`config.mk`:
```
export PLATFORM = sky130hd
export DESIGN_NAME = mc_control
export DESIGN_NICKNAME = d
export VERILOG_FILES = /design/src/rtl/mc_pkg.sv /design/src/rtl/mc_ctrl_decode.sv /design/src/rtl/mc_control.sv
export SDC_FILE = /design/constraint.sdc
export NUM_CORES = 1
export LEC_CHECK = 0
export ABC_AREA = 1
export BUFFER_PORTS_ARGS = -buffer_cell sky130_fd_sc_hd__buf_2
export CAP_MARGIN = 25
export CORE_MARGIN = 4
export CORE_UTILIZATION = 38
export DETAILED_ROUTE_END_ITERATION = 10
export MAX_ROUTING_LAYER = met4
export PLACE_DENSITY = 0.73
export SETUP_SLACK_MARGIN = 0.4
export SLEW_MARGIN = 10
export SYNTH_ARGS = -nofsm -noshare
export SYNTH_HDL_FRONTEND = slang
export SYNTH_HIERARCHICAL = 1
export SYNTH_SLANG_ARGS = --single-unit
```
`constraint.sdc`:
```
create_clock -name clk -period 1.2 [get_ports clk]
set_input_delay 0.24 -clock clk [delete_from_list [all_inputs] [get_ports clk]]
set_output_delay 0.24 -clock clk [all_outputs]
set_load 0.01 [all_outputs]
```
`src/rtl/mc_pkg.sv`:
```
// rtl/mc_pkg.sv - state, opcode and datapath-select encodings for mc_control (MC_CTRL_ADDI_EN adds addi)
package mc_pkg;

  localparam logic [3:0] S_FETCH  = 4'd0;
  localparam logic [3:0] S_DECODE = 4'd1;
  localparam logic [3:0] S_MEMADR = 4'd2;
  localparam logic [3:0] S_MEMRD  = 4'd3;
  localparam logic [3:0] S_MEMWB  = 4'd4;
  localparam logic [3:0] S_MEMWR  = 4'd5;
  localparam logic [3:0] S_EXEC   = 4'd6;
  localparam logic [3:0] S_RWB    = 4'd7;
  localparam logic [3:0] S_BRANCH = 4'd8;
  localparam logic [3:0] S_JUMP   = 4'd9;
  localparam logic [3:0] S_ADDIEX = 4'd10;
  localparam logic [3:0] S_ADDIWB = 4'd11;

  localparam logic [5:0] OP_RTYPE = 6'h00;
  localparam logic [5:0] OP_LW    = 6'h23;
  localparam logic [5:0] OP_SW    = 6'h2B;
  localparam logic [5:0] OP_BEQ   = 6'h04;
  localparam logic [5:0] OP_J     = 6'h02;
  localparam logic [5:0] OP_ADDI  = 6'h08;

  localparam logic [1:0] ALUOP_ADD   = 2'b00;
  localparam logic [1:0] ALUOP_SUB   = 2'b01;
  localparam logic [1:0] ALUOP_FUNCT = 2'b10;

  localparam logic [1:0] SRCB_B      = 2'b00;
  localparam logic [1:0] SRCB_FOUR   = 2'b01;
  localparam logic [1:0] SRCB_IMM    = 2'b10;
  localparam logic [1:0] SRCB_IMM_SH = 2'b11;

  localparam logic [1:0] PCSRC_ALU    = 2'b00;
  localparam logic [1:0] PCSRC_ALUOUT = 2'b01;
  localparam logic [1:0] PCSRC_JUMP   = 2'b10;

  // Successor of DECODE; S_FETCH doubles as the "unsupported opcode" marker.
  function automatic logic [3:0] dispatch(input logic [5:0] op);
    logic [3:0] nxt;
    case (op)
      OP_LW, OP_SW: nxt = S_MEMADR;
      OP_RTYPE:     nxt = S_EXEC;
      OP_BEQ:       nxt = S_BRANCH;
      OP_J:         nxt = S_JUMP;
`ifdef MC_CTRL_ADDI_EN
      OP_ADDI:      nxt = S_ADDIEX;
`endif
      default:      nxt = S_FETCH;
    endcase
    return nxt;
  endfunction

endpackage

```
`src/rtl/mc_ctrl_decode.sv`:
```
// rtl/mc_ctrl_decode.sv - combinational per-state strobe decode (ADDI states under MC_CTRL_ADDI_EN)
module mc_ctrl_decode
  import mc_pkg::*;
(
  input  logic       nrst,
  input  logic [3:0] state,
  input  logic       zero,
  output logic       PCWrite,
  output logic       IorD,
  output logic       MemRead,
  output logic       MemWrite,
  output logic       IRWrite,
  output logic       MemtoReg,
  output logic       RegDst,
  output logic       RegWrite,
  output logic       ALUSrcA,
  output logic [1:0] ALUSrcB,
  output logic [1:0] ALUOp,
  output logic [1:0] PCSource
);

  // Gating on nrst here kills any in-flight write strobe the instant reset asserts.
  always_comb begin
    PCWrite  = 1'b0;
    IorD     = 1'b0;
    MemRead  = 1'b0;
    MemWrite = 1'b0;
    IRWrite  = 1'b0;
    MemtoReg = 1'b0;
    RegDst   = 1'b0;
    RegWrite = 1'b0;
    ALUSrcA  = 1'b0;
    ALUSrcB  = SRCB_B;
    ALUOp    = ALUOP_ADD;
    PCSource = PCSRC_ALU;
    if (nrst) begin
      case (state)
        S_FETCH: begin
          MemRead = 1'b1;
          IRWrite = 1'b1;
          PCWrite = 1'b1;
          ALUSrcB = SRCB_FOUR;
        end
        S_DECODE: ALUSrcB = SRCB_IMM_SH;
        S_MEMADR: begin
          ALUSrcA = 1'b1;
          ALUSrcB = SRCB_IMM;
        end
        S_MEMRD: begin
          MemRead = 1'b1;
          IorD    = 1'b1;
        end
        S_MEMWB: begin
          RegWrite = 1'b1;
          MemtoReg = 1'b1;
        end
        S_MEMWR: begin
          MemWrite = 1'b1;
          IorD     = 1'b1;
        end
        S_EXEC: begin
          ALUSrcA = 1'b1;
          ALUOp   = ALUOP_FUNCT;
        end
        S_RWB: begin
          RegWrite = 1'b1;
          RegDst   = 1'b1;
        end
        S_BRANCH: begin
          ALUSrcA  = 1'b1;
          ALUOp    = ALUOP_SUB;
          PCSource = PCSRC_ALUOUT;
          PCWrite  = zero;
        end
        S_JUMP: begin
          PCSource = PCSRC_JUMP;
          PCWrite  = 1'b1;
        end
`ifdef MC_CTRL_ADDI_EN
        S_ADDIEX: begin
          ALUSrcA = 1'b1;
          ALUSrcB = SRCB_IMM;
          ALUOp   = ALUOP_ADD;
        end
        S_ADDIWB: RegWrite = 1'b1;
`endif
        default: ;
      endcase
    end
  end

endmodule

```
`src/rtl/mc_control.sv`:
```
// rtl/mc_control.sv - multicycle MIPS main control FSM top (addi path under MC_CTRL_ADDI_EN)
module mc_control
  import mc_pkg::*;
(
  input  logic       clk,
  input  logic       nrst,
  input  logic [5:0] op,
  input  logic       zero,
  output logic       PCWrite,
  output logic       IorD,
  output logic       MemRead,
  output logic       MemWrite,
  output logic       IRWrite,
  output logic       MemtoReg,
  output logic       RegDst,
  output logic       RegWrite,
  output logic       ALUSrcA,
  output logic [1:0] ALUSrcB,
  output logic [1:0] ALUOp,
  output logic [1:0] PCSource,
  output logic       illegal_op,
  output logic [3:0] state
);

  logic [3:0] state_q;
  logic [3:0] state_d;

  // MEMADR relies on op still reflecting IR, which only reloads in FETCH.
  always_comb begin
    state_d = S_FETCH;
    case (state_q)
      S_FETCH:  state_d = S_DECODE;
      S_DECODE: state_d = dispatch(op);
      S_MEMADR: state_d = (op == OP_LW) ? S_MEMRD : S_MEMWR;
      S_MEMRD:  state_d = S_MEMWB;
      S_EXEC:   state_d = S_RWB;
`ifdef MC_CTRL_ADDI_EN
      S_ADDIEX: state_d = S_ADDIWB;
`endif
      default:  state_d = S_FETCH;
    endcase
  end

  always_ff @(posedge clk or negedge nrst) begin
    if (!nrst) state_q <= S_FETCH;
    else       state_q <= state_d;
  end

  assign state      = nrst ? state_q : S_FETCH;
  assign illegal_op = nrst && (state_q == S_DECODE) && (dispatch(op) == S_FETCH);

  mc_ctrl_decode u_decode (
    .nrst     (nrst),
    .state    (state_q),
    .zero     (zero),
    .PCWrite  (PCWrite),
    .IorD     (IorD),
    .MemRead  (MemRead),
    .MemWrite (MemWrite),
    .IRWrite  (IRWrite),
    .MemtoReg (MemtoReg),
    .RegDst   (RegDst),
    .RegWrite (RegWrite),
    .ALUSrcA  (ALUSrcA),
    .ALUSrcB  (ALUSrcB),
    .ALUOp    (ALUOp),
    .PCSource (PCSource)
  );

endmodule

```
# --- After elaboration in Yosys (flattened, before gate mapping) ---
# Index checks and enable logic that the tools add are counted.
totals:
  reg_bits: 4
  inputBits: 9
  word_cells: 53
  out_inout_bits: 20
op_classes:
  muxes: 28
  n_reduce_logical: 11
  n_eq_ne: 13
op_table:
  columns: ["cell", "n"]
  rows:
  - ["$pmux 4 s5", 1]
  - ["$mux 1", 17]
  - ["$eq 4x3->1 const B", 4]
  - ["$pmux 4 s4", 1]
  - ["$eq 6x6->1 const B", 2]
  - ["$reduce_or 2->1", 5]
  - ["$eq 4x2->1 const B", 2]
  - ["$eq 4x4->1 const B", 2]
  - ["$logic_not 4->1", 2]
  - ["$pmux 2 s2", 2]
  - ["$eq 6x2->1 const B", 1]
  - ["$eq 6x3->1 const B", 1]
  - ["$logic_not 6->1", 1]
  - ["$mux 2", 3]
  - ["$pmux 2 s3", 1]
  - ["$eq 4x1->1 const B", 1]
  - ["$mux 4", 1]
  - ["$mux 3", 1]
  - ["$reduce_or 3->1", 1]
  - ["$logic_and 1x1->1", 2]
  - ["$pmux 1 s2", 1]

# --- Longest topological paths before layout ---
# Gate-level depths: netlist (run 1).
logic_depth:
  ltp_word: 5
  mapped_depth: 6
  depth_no_buf: 6

# --- By module ---
# Netlist (run 1), hierarchy kept.
modules_own_cells:
  columns: ["module", "cells_per_inst", "n_inst", "seq_area_each_um2", "area_each_um2"]
  rows:
  - ["mc_control", 58, 1, 100.1, 347.8]
  - ["mc_ctrl_decode", 40, 1, 0.0, 175.2]

# --- Worst setup path before layout (run 1) ---
# OpenSTA, ideal clock, no wires.
synth_timing:
  kind: "flip-flop to output port"
  from: "register state_q[1]"
  to: "output PCSource[0]"
  required_time_ns: 0.960
  path_slack_ns: -0.153
  arrival_time_ns: 1.113
  path_stages_with_launch: 5
  path_buffers: 1
  cell_sequence: "dfrtp_1 nor2_1 inv_1 nor2_1 buf_4"
synth_between:
  elab_chain_len: 3
  word_cells_on_any_way: 4
  classes_between: "eq/ne (2); mux (2)"
synth_rtl:
  columns: ["item", "line_no", "rtl"]
  rows:
  - ["from (decl)", "mc_control.sv:25", "logic [3:0] state_q;"]
  - ["from (signal assigned)", "mc_control.sv:46", "else state_q <= state_d;"]
  - ["$eq 4x4->1", "mc_ctrl_decode.sv:37", "case (state)"]
  - ["$pmux 2 s2 (*)", "mc_ctrl_decode.sv:37", null]
  - ["$mux 2 (*)", "mc_ctrl_decode.sv:36", "if (nrst) begin"]
  - ["to (decl)", "mc_control.sv:20", "output logic [1:0] PCSource,"]
# Mark *: on every way between the ends. The rest lies on a longest branch, timed or not.

# --- Final worst setup path (run 1) ---
layout_timing:
  from: "register state_q[2]"
  to: "output RegDst"
layout_between:
  elab_chain_len: 3
layout_rtl:
  columns: ["item", "line_no", "rtl"]
  rows:
  - ["$eq 4x3->1", "mc_ctrl_decode.sv:37", null]
  - ["$mux 1", "mc_ctrl_decode.sv:37", null]
  - ["$mux 1", "mc_ctrl_decode.sv:36", null]
  - ["to (decl)", "mc_control.sv:15", "output logic RegDst,"]
# Every way passes these cells.

==> results.md, run 1 <==
* Worst Setup Slack, final at -0.360 ns
* Full die area at 2030 um^2
* Worst setup EP type: output port
* WL final at 1850 um
* Total gr overflow at 0
* DR vias/cell at 4.92
* Final core occ at 0.785
* Worst-Margin Slew at 0.320 ns
* Vias in the first global route at 715
* Max Fclk at 0.641 GHz
* Max Cap Viol at 0
* Layout Area Growth over Synthesis at 95.2%
* RSZ-0062 raised after global routing: true
* Remaining DRCs at 0
* Initial drt markers at 8
* R2R cell count at 7
* Initial antenna violation count at 0
* Regs by FF count: state_q x4
* Gpl congestion at 0.778
* Most frequent cells in the layout: buf_2 (24), nand2_1 (18), buf_6 (13)
* Crit path required time at 0.96 ns
* Synth Area per Inst at 5.34 um^2
* Synth warnings at 6
* Switching Power at 600 uW
* CP max FO at 6
* Dpl ws at -0.158 ns
* Reg2reg end: state_q[0]
* Crit path launch: state_q[2]
* Tmin final at 1.56 ns
* Final Setup Violations at 18
* Sequential Power Share at 0.166
* Clock tree root buffer cell: clkbuf_4
* Routed len/inst at 11.6 um
* Share of layout cells above drive strength 1 at 0.674
* Largest net degree at the start of global routing at 15
* CTS sink cnt at 4
* Chip Width at 45.1 um
* Failing checks: setup timing
* Cells after Synth at 98
* Setup CP Type: flop to output port
* CTS tree: yes
* Clock share of power at 0.151
* Leakage at 0.571 nW
* Clock slew at reported path FFs at 0.05 ns
* I/O Buffers at 28
* DIE HEIGHT at 45.1 um
* Syn nets at 107
* Flop2flop setup slack at -0.20 ns
* Number of primary I/O pins at 29
* Worst skew pair latency at 0.25 ns
* Cell area after synthesis at 523 um^2
* DRT Pass-1 Iters at 4
* Final setup TNS at -4.97 ns
* Commonest non-fill, non-tap cell in the layout: buf_2
* Pint at 672 uW
* Worst Setup EP: RegDst
* Final Max Slew Viols at 0
* First-pass GRT wire length at 2780 um
* Worst Skew at 0.0131 ns
* GRT Total Usage at 0.195
* PD cells at 1250 nW/um^2
* Combinational Power Share at 0.683
* Sequential cell area fraction in the yosys report at 0.191
* Net count, final at 154
* Max reg flops at 4
* RR Startpoint: state_q[2]
* Distinct cells, synth at 18
* Hold Path Class: primary input to asynchronous set/reset pin
* Detailed placement HPWL at 1190 um
* CTS buffer count at 3
* Period utilisation layout at 1.30
* Core area at 1300 um^2
* WP data arrival at 1.32 ns
* Row count at 13
* Initial Util at 0.402
* Slew margin rel. at 0.787
* Post-route antenna net violation count at 0
* Net Sw Frac at 0.472
* Diodes inserted at 0
* Buffer levels on the longest clock path at 2
* Htree depth at 1
* CP Launch Type: flop
* Final hold violation count at 0
* Outcome: finished, violations left
* Largest Register: state_q
* Post-synthesis register bit count at 4
* Max VDD drop at 0.926 mV
* Vias at 783
-- Yosys cell counts, drive strengths merged --
cell,n,area [um^2]
inv,20,75.1
nand2b,1,6.26
nand2,27,109
o211ai,1,7.51
nand4,1,6.26
dfrtp,4,100
nand3,10,50.1
nor2,27,116
nor3,1,5.00
o22ai,1,12.5
buf,2,12.5
a21oi,1,8.76
o21ai,2,13.8
-- worst max-delay path: stages (launching register included) --
cell and delay, ns:
dfrtp_2 0.48, inv_2 0.08, nor2_4 0.16, nand2_4 0.09
nor2_2 0.12, buf_2 0.13
-- worst min path at each step --
stage                  to  depth (start not counted)
2_1_floorplan  state_q[0]                          0
3_3_place_gp   state_q[3]                          1
3_5_place_dp   state_q[3]                          1
4_1_cts        state_q[2]                          2
5_1_grt        state_q[2]                          2
6_report       state_q[2]                          2
-- logic make-up after synthesis --
group	synth area share
AO/OA/AOI/OAI	0.0813
flip-flops	0.191
AND/OR/NAND/NOR	0.560
buffers and inverters	0.167
-- metal layers --
metal | wire length [um] | vias up | global-route usage
li1 | - | 387 | -
met1 | 695 | 357 | 0.212
met2 | 995 | 31 | 0.314
met3 | 100 | 8 | 0.0239
met4 | 60 | 0 | 0.158
met5 | 0 | - | -
-- power groups by stage --
stage	clock network [mW]	registers [mW]	logic [mW]
2_1_floorplan	0	0.204	0.388
3_3_place_gp	0	0.205	0.583
3_5_place_dp	0	0.210	0.593
4_1_cts	0.196	0.198	0.713
5_1_grt	0.209	0.216	0.938
6_report	0.192	0.211	0.869
-- layout make-up --
| class | instances | area, um^2 |
|---|---|---|
| inverter | 20 | 77.6 |
| fill | 89 | 280 |
| tap | 15 | 18.8 |
| sequential | 4 | 105 |
| multi-input combinational | 72 | 472 |
| clock buffer | 4 | 26.3 |
| timing repair buffer | 44 | 322 |
-- per-stage QoR --
stage | hold slack (ns) | instances | power [mW] | cell area, um^2
floorplan | -0.0556 | 98 | 0.592 | 569
global placement | 0.122 | 146 | 0.788 | 764
detailed placement | 0.118 | 146 | 0.802 | 764
global route | 0.174 | 159 | 1.36 | 1020
finish | 0.144 | 159 | 1.27 | 1020
CTS | 0.0984 | 157 | 1.11 | 910
-- timing repair --
item                                   4_1_cts  5_1_grt
endpoints found under the hold margin        2        0
gates resized for setup                     22       22
pin swaps                                    8       12
cloned                                       0        0
buffers inserted                             6        2
setup endpoints to repair                   24       24
hold buffers                                 1        0
Note: power is estimated with default switching activity, not from simulation.
==> run 2: changes to the inputs <==
==> constraint.sdc (replaced) <==
create_clock -name clk -period 1.4 [get_ports clk]
set_input_delay 0.07 -clock clk [delete_from_list [all_inputs] [get_ports clk]]
set_output_delay 0.07 -clock clk [all_outputs]
set_load 0.01 [all_outputs]
==> run 2 against run 1 <==
Net effect:
- non-clock buffer count shrank 5
- the run now ends clean
- critical path depth grew 1
- clock skew about the same
- flip-flop and latch count unchanged
- hold slack better by 0.0019 ns
==> results.md, run 2 (synthesis gave the netlist of run 1 again) <==
* Layout Area Growth over Synthesis at 64.4% (was 95.2%)
* Max Fclk at 0.741 GHz
* Htree depth at 1 (unchanged)
* Vias in the first global route at 613 (was 715)
* DRT Pass-1 Iters at 4 (unchanged)
* Max Cap Viol at 0 (unchanged)
* Clock slew at reported path FFs at 0.05 ns (about the same)
* CTS buffer count at 3 (unchanged)
* Diodes inserted at 0 (unchanged)
* DIE HEIGHT at 45.1 um (unchanged)
* Largest net degree at the start of global routing at 15 (unchanged)
* Placed Cells at 139 (was 146)
* Finished Layout Cells at 154 (was 159)
* Share of layout cells above drive strength 1 at 0.532 (was 0.674)
* Initial antenna violation count at 0 (unchanged)
* Worst-Margin Slew at 0.271 ns (was 0.320 ns)
* Core area at 1300 um^2 (unchanged)
* CTS tree: yes (unchanged)
* Clock tree root buffer cell: clkbuf_4 (unchanged)
* Vias at 714 (was 783)
* RSZ-0062 raised after global routing: true (unchanged)
* Row count at 13 (unchanged)
* Worst Skew at 0.0131 ns (about the same)
* Commonest non-fill, non-tap cell in the layout: buf_2 (unchanged)
* Most frequent cells in the layout: buf_2 (27), nand2_1 (22), inv_1 (15), nor2_1 (15), nor2_2 (9) (was buf_2 (24), nand2_1 (18), buf_6 (13))
* Fillers at 121 (was 89)
* Final core occ at 0.661 (was 0.785)
* GRT Total Usage at 0.187 (was 0.195)
* Net count, final at 149 (was 154)
* Gpl congestion at 0.831 (was 0.778)
* Dpl ws at 0.227 ns (was -0.158 ns)
* Crit-path max cell delay at 0.45 ns (was 0.48 ns)
* Crit path required time at 1.33 ns (was 0.96 ns)
* Remaining DRCs at 0 (unchanged)
* Leakage at 0.518 nW (was 0.571 nW)
* Largest Register: state_q (unchanged)
* Worst Setup Slack, final at 0.0512 ns (was -0.360 ns)
* CP max FO at 6 (unchanged)
* Chip Width at 45.1 um (unchanged)
* Max VDD drop at 0.560 mV (was 0.926 mV)
* Setup CP Type: flop to output port (unchanged)
* DR vias/cell at 4.64 (was 4.92)
* Routed len/inst at 10.8 um (was 11.6 um)
* Uppermost layer routed: met4 (unchanged)
* WL final at 1660 um (was 1850 um)
* First-pass GRT wire length at 2640 um (was 2780 um)
* CTS sink cnt at 4 (unchanged)
* M1 WL at 659 um (was 695 um)
* Regs by FF count: state_q x4 (unchanged)
* Tmin final at 1.35 ns
* Worst skew pair latency at 0.26 ns (was 0.25 ns)
* Worst setup EP type: output port (unchanged)
* PD cells at 1110 nW/um^2 (was 1250 nW/um^2)
* Metal2 WL at 843 um (was 995 um)
* Final Setup Violations at 0 (was 18)
* Period utilisation layout at 0.963
* Post-route antenna net violation count at 0 (unchanged)
* WP data arrival at 1.28 ns (was 1.32 ns)
* Hold Path Class: primary input to flop (was primary input to asynchronous set/reset pin)
* Number of primary I/O pins at 29 (unchanged)
* I/O Buffers at 28 (unchanged)
* Max reg flops at 4 (unchanged)
* Full die area at 2030 um^2 (unchanged)
* Total Power at 952 uW (was 1.27 mW)
* Crit-path cells: inv_2, nand2_4, nor2_4, nand3_2, nor2_2, buf_2 (was inv_2, nor2_4, nand2_4, nor2_2, buf_2)
* Final Max Slew Viols at 0 (unchanged)
* Buffer levels on the longest clock path at 2 (unchanged)
* Final hold violation count at 0 (unchanged)
* Initial Util at 0.402 (unchanged)
* Slew margin rel. at 0.818 (was 0.787)
* Detailed placement HPWL at 1100 um (was 1190 um)
* Initial drt markers at 17 (was 8)
* Outcome: finished clean (was finished, violations left)
* Total gr overflow at 0 (unchanged)
* CP max-delay cell: dfrtp_2 (unchanged)
* Routed wl met3 at 106 um (was 100 um)
* CP Launch Type: flop (unchanged)
* Worst hold slack at 0.146 ns (was 0.144 ns)
==> run 2: layer usage <==
metal,up-vias,global-route usage
met5,-,-
met4,0,0.140
met3,4,0.0239
met2,25,0.299
met1,303,0.208
li1,382,-
==> run 2: cell type report <==
cell class / count / area [um^2] / share of cell area
Inverter: 20 / 75.1 / 0.0873
Sequential cell: 4 / 105 / 0.122
Tap cell: 15 / 18.8 / 0.0218
Clock buffer: 4 / 26.3 / 0.0306
Timing Repair Buffer: 39 / 239 / 0.278
Multi-Input combinational cell: 72 / 395 / 0.460
==> run 2: stage by stage <==
step	cell area [um^2]	TNS, ns
floorplan	546	0
global placement	688	0
detailed placement	688	0
CTS	822	0
global route	860	-0.143
finish	860	0
==> run 2: worst paths after layout <==
path	startpoint	endpoint	slack, ns	cells past startpoint
worst max register to register	state_q[2]	state_q[1]	0.13	8
max in group asynchronous	nrst	state_q[0]	0.80	2
min in group asynchronous	nrst	state_q[1]	0.39	2
worst min-delay path	op[4]	state_q[1]	0.15	4
worst min register to register	state_q[3]	state_q[0]	0.70	3
worst max-delay path	state_q[2]	illegal_op	0.05	6
==> run 2: repair_timing <==
item	in CTS	in global routing
setup buffers	7	3
gates resized for setup	17	4
setup endpoints to repair	23	24
hold buffers	1	0
pin swaps	6	3
endpoints found under the hold margin	4	0
==> run 2: critical path: cells and delay by family, from the launching register on <==
kind                   cells  cell delay, ns
and+or+nand+nor            4            0.35
buffers and inverters      2            0.22
DFF                        1            0.45
==> run 2: power breakdown <==
| group | internal, mW | switching [mW] |
|---|---|---|
| Combinational | 0.273 | 0.335 |
| Sequential | 0.139 | 0.0335 |
| Clock | 0.108 | 0.0636 |
